[config.mk]
export PLATFORM = sky130hd
export DESIGN_NAME = fetch_unit_flat
export DESIGN_NICKNAME = d
export VERILOG_FILES = /design/src/rtl/cpu_pkg.sv /design/src/rtl/fetch_unit_if.sv /design/src/rtl/fetch_unit_pc_next.sv /design/src/rtl/fetch_unit.sv /design/src/flat_wrapper.sv
export SDC_FILE = /design/constraint.sdc
export NUM_CORES = 1
export LEC_CHECK = 0
export ABC_AREA = 1
export CORE_ASPECT_RATIO = 0.8
export CORE_MARGIN = 10
export CORE_UTILIZATION = 49
export CTS_BUF_LIST = sky130_fd_sc_hd__clkbuf_8
export DETAILED_ROUTE_END_ITERATION = 12
export GPL_ROUTABILITY_DRIVEN = 1
export PLACE_DENSITY = 0.82
export SYNTH_ARGS = -nofsm -noshare
export SYNTH_HDL_FRONTEND = slang
export SYNTH_HIERARCHICAL = 1
export SYNTH_SLANG_ARGS = --single-unit
[constraint.sdc]
create_clock -name clk -period 2.02 [get_ports clk]
set_input_delay 0.202 -clock clk [delete_from_list [all_inputs] [get_ports clk]]
set_output_delay 0.202 -clock clk [all_outputs]
set_load 0.02 [all_outputs]
[src/rtl/cpu_pkg.sv]
// Shared CPU definitions for the fetch stage and the phase counter that drives it.
// Holds bus widths, the per-instruction phase numbering, the reset PC, the phase
// type shared with rolling_counter, and a saturating counter helper.
package cpu_pkg;

    localparam int ADDR_WIDTH  = 16;
    localparam int INSTR_WIDTH = 16;
    localparam int PHASE_COUNT = 4;
    localparam int PHASE_BITS  = $clog2(PHASE_COUNT);

    // Named instruction phases
    localparam int PH_FETCH  = 0;
    localparam int PH_DECODE = 1;
    localparam int PH_EXEC   = 2;
    localparam int PH_WB     = 3;

    localparam logic [ADDR_WIDTH-1:0] RESET_PC = 16'h0000;

    typedef logic [PHASE_BITS-1:0] phase_t;

    // 32-bit increment that sticks at all-ones instead of wrapping
    function automatic logic [31:0] sat_inc32(input logic [31:0] value);
        logic [31:0] result;
        if (value == 32'hFFFF_FFFF) begin
            result = value;
        end else begin
            result = value + 32'd1;
        end
        return result;
    endfunction

endpackage

[src/rtl/fetch_unit_if.sv]
// Instruction-memory read bus between the fetch stage (master) and a synchronous RAM
// (slave).
//   imem_re    : read enable, master -> slave
//   imem_addr  : read address, master -> slave
//   imem_rdata : read data, slave -> master, valid the cycle after imem_re
interface fetch_unit_if #(
    parameter int ADDR_WIDTH  = 16,
    parameter int INSTR_WIDTH = 16
);
    logic                   imem_re;
    logic [ADDR_WIDTH-1:0]  imem_addr;
    logic [INSTR_WIDTH-1:0] imem_rdata;

    modport master (output imem_re, output imem_addr, input  imem_rdata);
    modport slave  (input  imem_re, input  imem_addr, output imem_rdata);
endinterface

[src/rtl/fetch_unit_pc_next.sv]
// Combinational next-PC select for the end of an instruction.
//   pc            : current program counter
//   halt          : halting instruction, PC holds
//   branch_taken  : redirect to branch_target (halt has priority)
//   branch_target : redirect address
//   next_pc       : selected PC; sequential fetch wraps modulo 2^ADDR_WIDTH
module pc_next
    import cpu_pkg::*;
#(
    parameter int ADDR_WIDTH = 16
) (
    input  logic [ADDR_WIDTH-1:0] pc,
    input  logic                  halt,
    input  logic                  branch_taken,
    input  logic [ADDR_WIDTH-1:0] branch_target,
    output logic [ADDR_WIDTH-1:0] next_pc
);

    // Priority select: halt holds, then branch, then sequential increment
    always_comb begin
        next_pc = pc;
        if (halt) begin
            next_pc = pc;
        end else if (branch_taken) begin
            next_pc = branch_target;
        end else begin
            next_pc = pc + {{(ADDR_WIDTH-1){1'b0}}, 1'b1};
        end
    end

endmodule

[src/rtl/fetch_unit.sv]
// Instruction-fetch stage. Owns the PC and the instruction register, issues one
// synchronous memory read per instruction and advances/redirects the PC at the end
// of each instruction. A halt instruction stops all further fetches until reset.
//   clk, reset    : clock and synchronous active-high reset
//   phase         : current instruction phase from the phase counter
//   imem          : instruction-memory read bus (master side)
//   branch_taken  : redirect request, only looked at in the update phase
//   branch_target : redirect address
//   halt_req      : halt request, only looked at in the update phase
//   pc, ir        : program counter and instruction register
//   ir_valid      : ir holds the instruction currently executing
//   halted        : sticky halt flag
//   retired       : saturating count of completed instructions
module fetch_unit
    import cpu_pkg::*;
#(
    parameter int ADDR_WIDTH   = cpu_pkg::ADDR_WIDTH,
    parameter int INSTR_WIDTH  = cpu_pkg::INSTR_WIDTH,
    parameter int PHASE_COUNT  = cpu_pkg::PHASE_COUNT,
    parameter int PHASE_BITS   = $clog2(PHASE_COUNT),
    parameter int FETCH_PHASE  = cpu_pkg::PH_FETCH,
    parameter int UPDATE_PHASE = cpu_pkg::PH_WB,
    parameter logic [ADDR_WIDTH-1:0] RESET_PC = ADDR_WIDTH'(cpu_pkg::RESET_PC)
) (
    input  logic                   clk,
    input  logic                   reset,
    input  logic [PHASE_BITS-1:0]  phase,
    fetch_unit_if.master           imem,
    input  logic                   branch_taken,
    input  logic [ADDR_WIDTH-1:0]  branch_target,
    input  logic                   halt_req,
    output logic [ADDR_WIDTH-1:0]  pc,
    output logic [INSTR_WIDTH-1:0] ir,
    output logic                   ir_valid,
    output logic                   halted,
    output logic [31:0]            retired
);

    // Read data returns on the edge that ends the phase after the fetch
    localparam int LATCH_PHASE = (FETCH_PHASE + 1) % PHASE_COUNT;

    localparam logic [PHASE_BITS-1:0] FETCH_PH  = PHASE_BITS'(FETCH_PHASE);
    localparam logic [PHASE_BITS-1:0] LATCH_PH  = PHASE_BITS'(LATCH_PHASE);
    localparam logic [PHASE_BITS-1:0] UPDATE_PH = PHASE_BITS'(UPDATE_PHASE);

    if (PHASE_COUNT < 3) begin : g_err_phase_count
        $error("fetch_unit: PHASE_COUNT must be at least 3");
    end
    if (UPDATE_PHASE == FETCH_PHASE) begin : g_err_update_fetch
        $error("fetch_unit: UPDATE_PHASE must differ from FETCH_PHASE");
    end
    if (UPDATE_PHASE == LATCH_PHASE) begin : g_err_update_latch
        $error("fetch_unit: UPDATE_PHASE must differ from the latch phase");
    end

    logic [ADDR_WIDTH-1:0]  pc_r;
    logic [INSTR_WIDTH-1:0] ir_r;
    logic                   ir_valid_r;
    logic                   halted_r;
    logic [31:0]            retired_r;

    logic [ADDR_WIDTH-1:0]  pc_next_s;
    logic                   is_fetch_s;
    logic                   is_latch_s;
    logic                   is_update_s;

    // Phase decode; out-of-range phase values match nothing
    always_comb begin
        is_fetch_s  = (phase == FETCH_PH);
        is_latch_s  = (phase == LATCH_PH);
        is_update_s = (phase == UPDATE_PH);
    end

    // Memory sees the address in the fetch phase with no registered latency
    assign imem.imem_re   = is_fetch_s & ~halted_r;
    assign imem.imem_addr = pc_r;

    pc_next #(
        .ADDR_WIDTH (ADDR_WIDTH)
    ) u_pc_next (
        .pc            (pc_r),
        .halt          (halt_req),
        .branch_taken  (branch_taken),
        .branch_target (branch_target),
        .next_pc       (pc_next_s)
    );

    // PC / IR / halt / retire state; nothing moves while halted
    always_ff @(posedge clk) begin
        if (reset) begin
            pc_r       <= RESET_PC;
            ir_r       <= {INSTR_WIDTH{1'b0}};
            ir_valid_r <= 1'b0;
            halted_r   <= 1'b0;
            retired_r  <= 32'd0;
        end else if (!halted_r) begin
            if (is_latch_s) begin
                ir_r       <= imem.imem_rdata;
                ir_valid_r <= 1'b1;
            end else if (is_update_s) begin
                // pc_next already holds the PC when halt_req is set
                pc_r       <= pc_next_s;
                ir_valid_r <= 1'b0;
                retired_r  <= sat_inc32(retired_r);
                if (halt_req) begin
                    halted_r <= 1'b1;
                end
            end
        end
    end

    assign pc       = pc_r;
    assign ir       = ir_r;
    assign ir_valid = ir_valid_r;
    assign halted   = halted_r;
    assign retired  = retired_r;

endmodule
[src/flat_wrapper.sv]
// flat-port wrapper written by rule: the top's interface ports become plain ports
module fetch_unit_flat import cpu_pkg::*;
#(
    parameter int ADDR_WIDTH   = cpu_pkg::ADDR_WIDTH,
    parameter int INSTR_WIDTH  = cpu_pkg::INSTR_WIDTH,
    parameter int PHASE_COUNT  = cpu_pkg::PHASE_COUNT,
    parameter int PHASE_BITS   = $clog2(PHASE_COUNT),
    parameter int FETCH_PHASE  = cpu_pkg::PH_FETCH,
    parameter int UPDATE_PHASE = cpu_pkg::PH_WB,
    parameter logic [ADDR_WIDTH-1:0] RESET_PC = ADDR_WIDTH'(cpu_pkg::RESET_PC)
)
  (clk, reset, phase, branch_taken, branch_target, halt_req, pc, ir, ir_valid, halted, retired, imem_imem_re, imem_imem_addr, imem_imem_rdata);
  fetch_unit_if #(.ADDR_WIDTH(ADDR_WIDTH), .INSTR_WIDTH(INSTR_WIDTH)) imem_i ();
  input  logic clk;
  input  logic reset;
  input  logic [PHASE_BITS-1:0] phase;
  input  logic branch_taken;
  input  logic [ADDR_WIDTH-1:0] branch_target;
  input  logic halt_req;
  output logic [ADDR_WIDTH-1:0] pc;
  output logic [INSTR_WIDTH-1:0] ir;
  output logic ir_valid;
  output logic halted;
  output logic [31:0] retired;
  output wire logic [$bits(imem_i.imem_re)-1:0] imem_imem_re;
  output wire logic [$bits(imem_i.imem_addr)-1:0] imem_imem_addr;
  input wire logic [$bits(imem_i.imem_rdata)-1:0] imem_imem_rdata;
  assign imem_imem_re = imem_i.imem_re;
  assign imem_imem_addr = imem_i.imem_addr;
  assign imem_i.imem_rdata = imem_imem_rdata;
  fetch_unit #(.ADDR_WIDTH(ADDR_WIDTH), .INSTR_WIDTH(INSTR_WIDTH), .PHASE_COUNT(PHASE_COUNT), .PHASE_BITS(PHASE_BITS), .FETCH_PHASE(FETCH_PHASE), .UPDATE_PHASE(UPDATE_PHASE), .RESET_PC(RESET_PC)) u_core (.clk(clk), .reset(reset), .phase(phase), .imem(imem_i), .branch_taken(branch_taken), .branch_target(branch_target), .halt_req(halt_req), .pc(pc), .ir(ir), .ir_valid(ir_valid), .halted(halted), .retired(retired));
endmodule
==> results of run 1 <==
==> sequential cells by signal, summed over array words and instances, names as in the netlist <==
signal / cells
u_core/halted: 1
u_core/imem.imem_addr: 16
u_core/ir: 16
u_core/ir_valid: 1
u_core/retired: 32
==> stage by stage <==
step           power, mW    util  hold WS [ns]  instances
2_1_floorplan      1.756       -        0.3369        684
3_3_place_gp       2.010  0.6716        0.4538        894
3_5_place_dp       2.026  0.6716        0.4626        894
4_1_cts            3.016  0.6929        0.4399        909
5_1_grt            3.121  0.6949        0.4489        909
6_report           2.995  0.6949        0.4530        909
==> worst min-delay path: cells and delay by family <==
family        cells  cell delay [ns]
buf+inv           1             0.40
simple gates      2             0.15
==> power by group through the flow <==
stage               logic, mW  registers, mW  clock network, mW
finish                  0.594           1.41              0.993
global route            0.644           1.42               1.06
global placement        0.577           1.43                  0
detailed placement      0.590           1.44                  0
CTS                     0.593           1.41               1.02
floorplan               0.266           1.49                  0
==> synthesized netlist by cell type, types with 3 or more instances <==
cell / instances / area (sq um)
xor2_1: 7 / 61.31
a21oi_1: 27 / 135.1
nor2_4: 3 / 33.78
nor3_1: 4 / 20.02
nand2_2: 6 / 37.54
a21oi_2: 7 / 61.31
nand4_1: 11 / 68.82
buf_6: 4 / 45.04
o21ai_0: 45 / 225.2
inv_2: 6 / 22.52
nand2_1: 180 / 675.7
xnor2_1: 6 / 52.55
buf_4: 17 / 127.6
nand3_1: 35 / 175.2
nor2_1: 161 / 604.3
inv_1: 53 / 198.9
nor2_2: 6 / 37.54
buf_2: 9 / 45.04
clkbuf_1: 10 / 37.54
o21ai_1: 10 / 50.05
dfxtp_1: 66 / 1321
==> cell type report <==
class                           count  area, sq um  area share
Inverter                           60        227.7     0.04068
Sequential cell                    66         1321      0.2360
Clock buffer                       11        151.4     0.02705
Timing Repair Buffer              143         1399      0.2499
Clock inverter                      4        20.02    0.003576
Multi-Input combinational cell    517         2344      0.4186
Tap cell                          108        135.1     0.02414
==> logic make-up (layout without fill, tap and decap cells) <==
family	Yosys count	count (layout)	share of synthesized area
AND/OR/NAND/NOR	411	411	0.4118
buffers and inverters	101	218	0.1172
AO/OA/AOI/OAI	91	91	0.1178
flip-flops	66	66	0.3197
XOR/XNOR	13	13	0.02755
adder cells (fa/ha/maj)	2	2	0.006054
==> per-layer routing <==
metal / wire length (um) / vias up
met5: 0 / -
met4: 199 / 0
met3: 1431 / 18
met2: 5892 / 198
met1: 5550 / 2161
li1: - / 2354
==> path summary, 6_finish.rpt <==
| path | cells past startpoint | end | slack (ns) |
|---|---|---|---|
| setup / recovery | 10 | u_core/retired[22] | 0.20 |
| hold / removal | 3 | u_core/ir[11] | 0.45 |
| setup reg to reg | 10 | u_core/retired[22] | 0.20 |
| hold reg to reg | 2 | u_core/ir_valid | 0.47 |
==> run_results.csv, run 1 <==
group,metric,value,unit
sta,hold_viol,0,
layout,diodes,0,
routing,dr.pass1.iters,5,
clocking,clk_pin_slew,0.07,ns
sta,relSlewSlack,0.6243,
clocking,htree_levels,3,
routing,totalWireLength,13070,um
worst_setup_path,arrival,2.08,ns
logic_synthesis,yosys_warnings,6,
sta,period_needed,1.816,ns
die,die_y,102.1,um
placement,placed_area,0.005410,sq mm
clocking,ctsResizeCount,0,
power_and_ir_drop,switching_share,0.2915,
clocking,hold_buffers,0,
grt,grt_max_degree,33,
sta,fin_tns_setup,0,ns
logic_synthesis,synth_area,0.004133,sq mm
clocking,clock_sinks,66,
power_and_ir_drop,p_int,2.122,mW
die,ios,121,
sta,drv_slew,0,
routing,ant_nets,0,
die,rows,29,
clocking,cts_tree,"built",
die,die-area,0.01253,sq mm
sta,rsz0062_at_grt,"no",
power_and_ir_drop,p_per_area,535.0,mW/mm^2
worst_setup_path,crit_start,"u_core/retired[0]",
grt,grt_usage,0.2005,
worst_setup_path,required,2.28,ns
logic_synthesis,syn_inst,684,
worst_setup_path,cp_max_fo,4,
run_status,status,"finished, final reports clean",
worst_setup_path,critPathLaunchType,"register",
layout,fillerInstances,717,
power_and_ir_drop,share_comb_of_total_power,0.198,
clocking,numCtsBuffers,9,
clocking,post-cts-setup-buffer-count,0,
worst_setup_path,crit_chain,"ha_1, buf_4, nand3_1, nor2_1, nand3_1, nor2_1, nand3_1, nand2_1, nand2_1, nor2_1",
sta,max_freq,0.5507,GHz
logic_synthesis,synthFlopType,"dfxtp_1",
die,die_x,122.7,um
worst_setup_path,critical_path_class,"register to register",
power_and_ir_drop,worst_ir_drop_vdd,0.4231,mV
logic_synthesis,synth_seq_cells,66,
clocking,cts.path.max_buffers,2,
grt,grt_first_pass_wirelength,20910,um
power_and_ir_drop,p_clk_frac,0.331,
placement,port_buffers,120,
routing,drt_iter0_markers,419,
worst_setup_path,critPathTopFamily,"simple AND/OR/NAND/NOR gates",
logic_synthesis,synth_edf_count,0,
placement,routabilityCongestion,0.9310,
grt,antenna_found_initial,0,
worst_setup_path,crit_path_end_kind,"register",
grt,grt_overflow,0,
layout,nNetsFinal,837,
clocking,clk_latency,0.33,ns
job,drv_cap,0,
sta,setup_ws,0.2040,ns
sta,tightest_slew,0.5629,ns
worst_hold_path,min_path_type,"primary input to register",
grt,globalRouteMet1Util,0.2519,
sta,period_share,0.8990,
power_and_ir_drop,pwr-share-seq,0.470,
placement,dp_hpwl,9931,um
layout,layout-drive-gt1-share,0.08739,
worst_setup_path,critPathBufInv,1,
placement,dp_worst_setup_slack,0.1168,ns
power_and_ir_drop,power_leakage,2.149,nW
logic_synthesis,ys_async_sr_fraction,0,
routing,via_count,4731,
worst_hold_path,hold_start,"imem_imem_rdata[11]",
logic_synthesis,postSynthAreaPerCell,6.042,sq um
grt,grt_pass1_vias,4343,
grt,met2_usage,0.3214,
worst_setup_path,crit_slowest_cell,"dfxtp_1",
power_and_ir_drop,power_switching,873.1,uW
worst_setup_path,r2r-start,"u_core/retired[0]",
logic_synthesis,yosysUniqueCellTypes,29,
logic_synthesis,syn_nets,724,
routing,vias_per_cell,5.205,
layout,area_growth_syn_to_layout,35.45,%
layout,fin_area,0.005598,sq mm
die,core,0.008055,sq mm
grt,busiest_layer,"met2",
clocking,ctsRootBufferMaster,"clkbuf_8",
logic_synthesis,seq_area_frac_synth,0.3197,
routing,drc,0,
routing,wl_per_cell,14.38,um
layout,most-common-layout-cells,"nand2_1, nor2_1, clkdlybuf4s50_1, dfxtp_1, inv_1",
sta,setup_viol_count_final,0,
grt,met3_usage,0.06391,
worst_setup_path,cpPeakStageDelay,0.35,ns
layout,final_common_cell,"nand2_1",
die,start_util,0.5130,
sta,clock_skew,0.009030,ns
Power figures use the tool's default switching activity.
==> run 2: changes to the inputs <==
Settings changed: PLACE_DENSITY 0.82 to not set, PLACE_DENSITY_LB_ADDON set to 0.2.
==> run 2 against run 1 <==
Compared with the run above: first-iteration DRC count is 13% lower; sequential power hardly changed; cell count is 0.88% higher; global-route usage is 0.54 points higher; design area is 0.54% higher; clock power hardly changed; clock skew hardly changed; largest cell class unchanged; critical path type unchanged; sequential share of layout area is 0.13 points lower.
==> run_results.csv, run 2 (synthesis gave the netlist of run 1 again) <==
group,metric,value,unit
run_status,status,"finished, final reports clean",
worst_hold_path,hold_depth,3,
routing,totalWireLength,13150,um
worst_setup_path,required,2.29,ns
layout,fillerInstances,717,
worst_setup_path,reg2reg_to,"u_core/retired[28]",
sta,setup_ws,0.2284,ns
placement,dp_hpwl,10130,um
power_and_ir_drop,p_per_area,533.7,mW/mm^2
die,die_x,122.7,um
worst_setup_path,critPathLaunchType,"register",
sta,holdWs,0.4369,ns
clocking,ctsRootBufferMaster,"clkbuf_8",
routing,drc,0,
worst_setup_path,arrival,2.06,ns
placement,dp_cells,901,
layout,regArea,0.001321,sq mm
layout,nNetsFinal,844,
clocking,numCtsBuffers,9,
sta,rsz0062_at_grt,"no",
worst_setup_path,r2r-start,"u_core/retired[0]",
layout,area_growth_syn_to_layout,36.18,%
routing,vias_per_cell,5.124,
routing,drt_iter0_markers,366,
routing,ant_nets,0,
worst_hold_path,min_path_type,"primary input to register",
die,start_util,0.5130,
placement,dp_worst_setup_slack,0.1185,ns
power_and_ir_drop,worst_ir_drop_vdd,0.5062,mV
worst_setup_path,rrSetupSlack,0.23,ns
grt,grt_overflow,0,
routing,via_count,4699,
worst_setup_path,crit_path_end_kind,"register",
placement,port_buffers,120,
clocking,ctsResizeCount,0,
grt,grt_max_degree,25,
sta,relSlewSlack,0.6447,
power_and_ir_drop,power_leakage,2.171,nW
grt,grt_first_pass_wirelength,21150,um
die,die-area,0.01253,sq mm
placement,routabilityCongestion,0.9306,
die,rows,29,
grt,grt_pass1_vias,4357,
routing,dr.pass1.iters,5,
clocking,cts_tree,"built",
sta,tightest_slew,0.5324,ns
layout,layout-drive-gt1-share,0.09889,
clocking,htree_levels,3,
die,ios,121,
sta,hold_viol,0,
layout,diodes,0,
grt,antenna_found_initial,0,
worst_setup_path,cp_max_fo,16,
sta,fin_tns_setup,0,ns
sta,setup_viol_count_final,0,
die,die_y,102.1,um
die,core,0.008055,sq mm
clocking,post-cts-setup-buffer-count,0,
sta,period_needed,1.792,ns
routing,wl_per_cell,14.34,um
worst_setup_path,critical_path_class,"register to register",
layout,final_common_cell,"nand2_1",
layout,largest_register_ffs,32,
sta,period_share,0.8869,
clocking,hold_buffers,0,
sta,max_freq,0.5581,GHz
layout,layout.cells.non_filler,917,
layout,most-common-layout-cells,"nand2_1, nor2_1, clkdlybuf4s50_1, dfxtp_1, inv_1",
worst_setup_path,crit_start,"u_core/retired[0]",
worst_setup_path,setup.worst_path.end,"u_core/retired[28]",
clocking,clk_latency,0.35,ns
clocking,clk_pin_slew,0.08,ns
layout,multi_input_area,0.002338,sq mm
job,drv_cap,0,
sta,clock_skew,0.009319,ns
grt,grt_usage,0.2059,
worst_setup_path,reg2regPathDepth,10,
clocking,clock_sinks,66,
sta,drv_slew,0,
clocking,cts.path.max_buffers,2,
-- run 2: report_power, final --
group          leakage, nW  internal (mW)  switching [mW]
combinational         1.55          0.269           0.318
clock               0.0858          0.453           0.557
sequential           0.538           1.35          0.0561
total                 2.17           2.07           0.931
-- run 2: worst max-delay path: stages (launching register included) --
cell and delay [ns]:
dfxtp_1 0.34, ha_1 0.17, nand2_1 0.07, nor2_2 0.17, nand2_2 0.12, nor2_4 0.15
nand2_4 0.14, nand2_8 0.16, buf_4 0.18, nand2_1 0.05, a21oi_1 0.16
-- run 2: layer usage --
metal / vias to the layer above / wire (um) / GRT usage
li1: 2371 / - / -
met1: 2134 / 5684 / 0.2502
met2: 186 / 6001 / 0.3403
met3: 8 / 1391 / 0.07603
met4: 0 / 69 / 0.04702
met5: - / 0 / 0
-- run 2: how the worst min path moves through the flow --
stage,start,end
final,imem_imem_rdata[6],u_core/ir[6]
after global routing,imem_imem_rdata[8],u_core/ir[8]
after CTS,imem_imem_rdata[5],u_core/ir[5]
after detailed placement,u_core/ir_valid,u_core/ir_valid
after global placement,u_core/ir_valid,u_core/ir_valid
after floorplan,imem_imem_rdata[0],u_core/ir[0]
-- run 2: cell type report --
class / count / area share
multi-input combinational: 517 / 0.4155
timing repair buffer: 150 / 0.2534
sequential: 66 / 0.2348
inverter: 60 / 0.04046
tap: 108 / 0.02401
clock buffer: 9 / 0.02201
clock inverter: 7 / 0.009782
-- run 2: stage by stage --
| stage | instance area [sq um] | util | power (mW) |
|---|---|---|---|
| floorplan | 4133 | - | 1.756 |
| global placement | 5438 | 0.6751 | 2.003 |
| detailed placement | 5438 | 0.6751 | 2.022 |
| CTS | 5617 | 0.6973 | 3.029 |
| global route | 5628 | 0.6987 | 3.155 |
| finish | 5628 | 0.6987 | 3.003 |
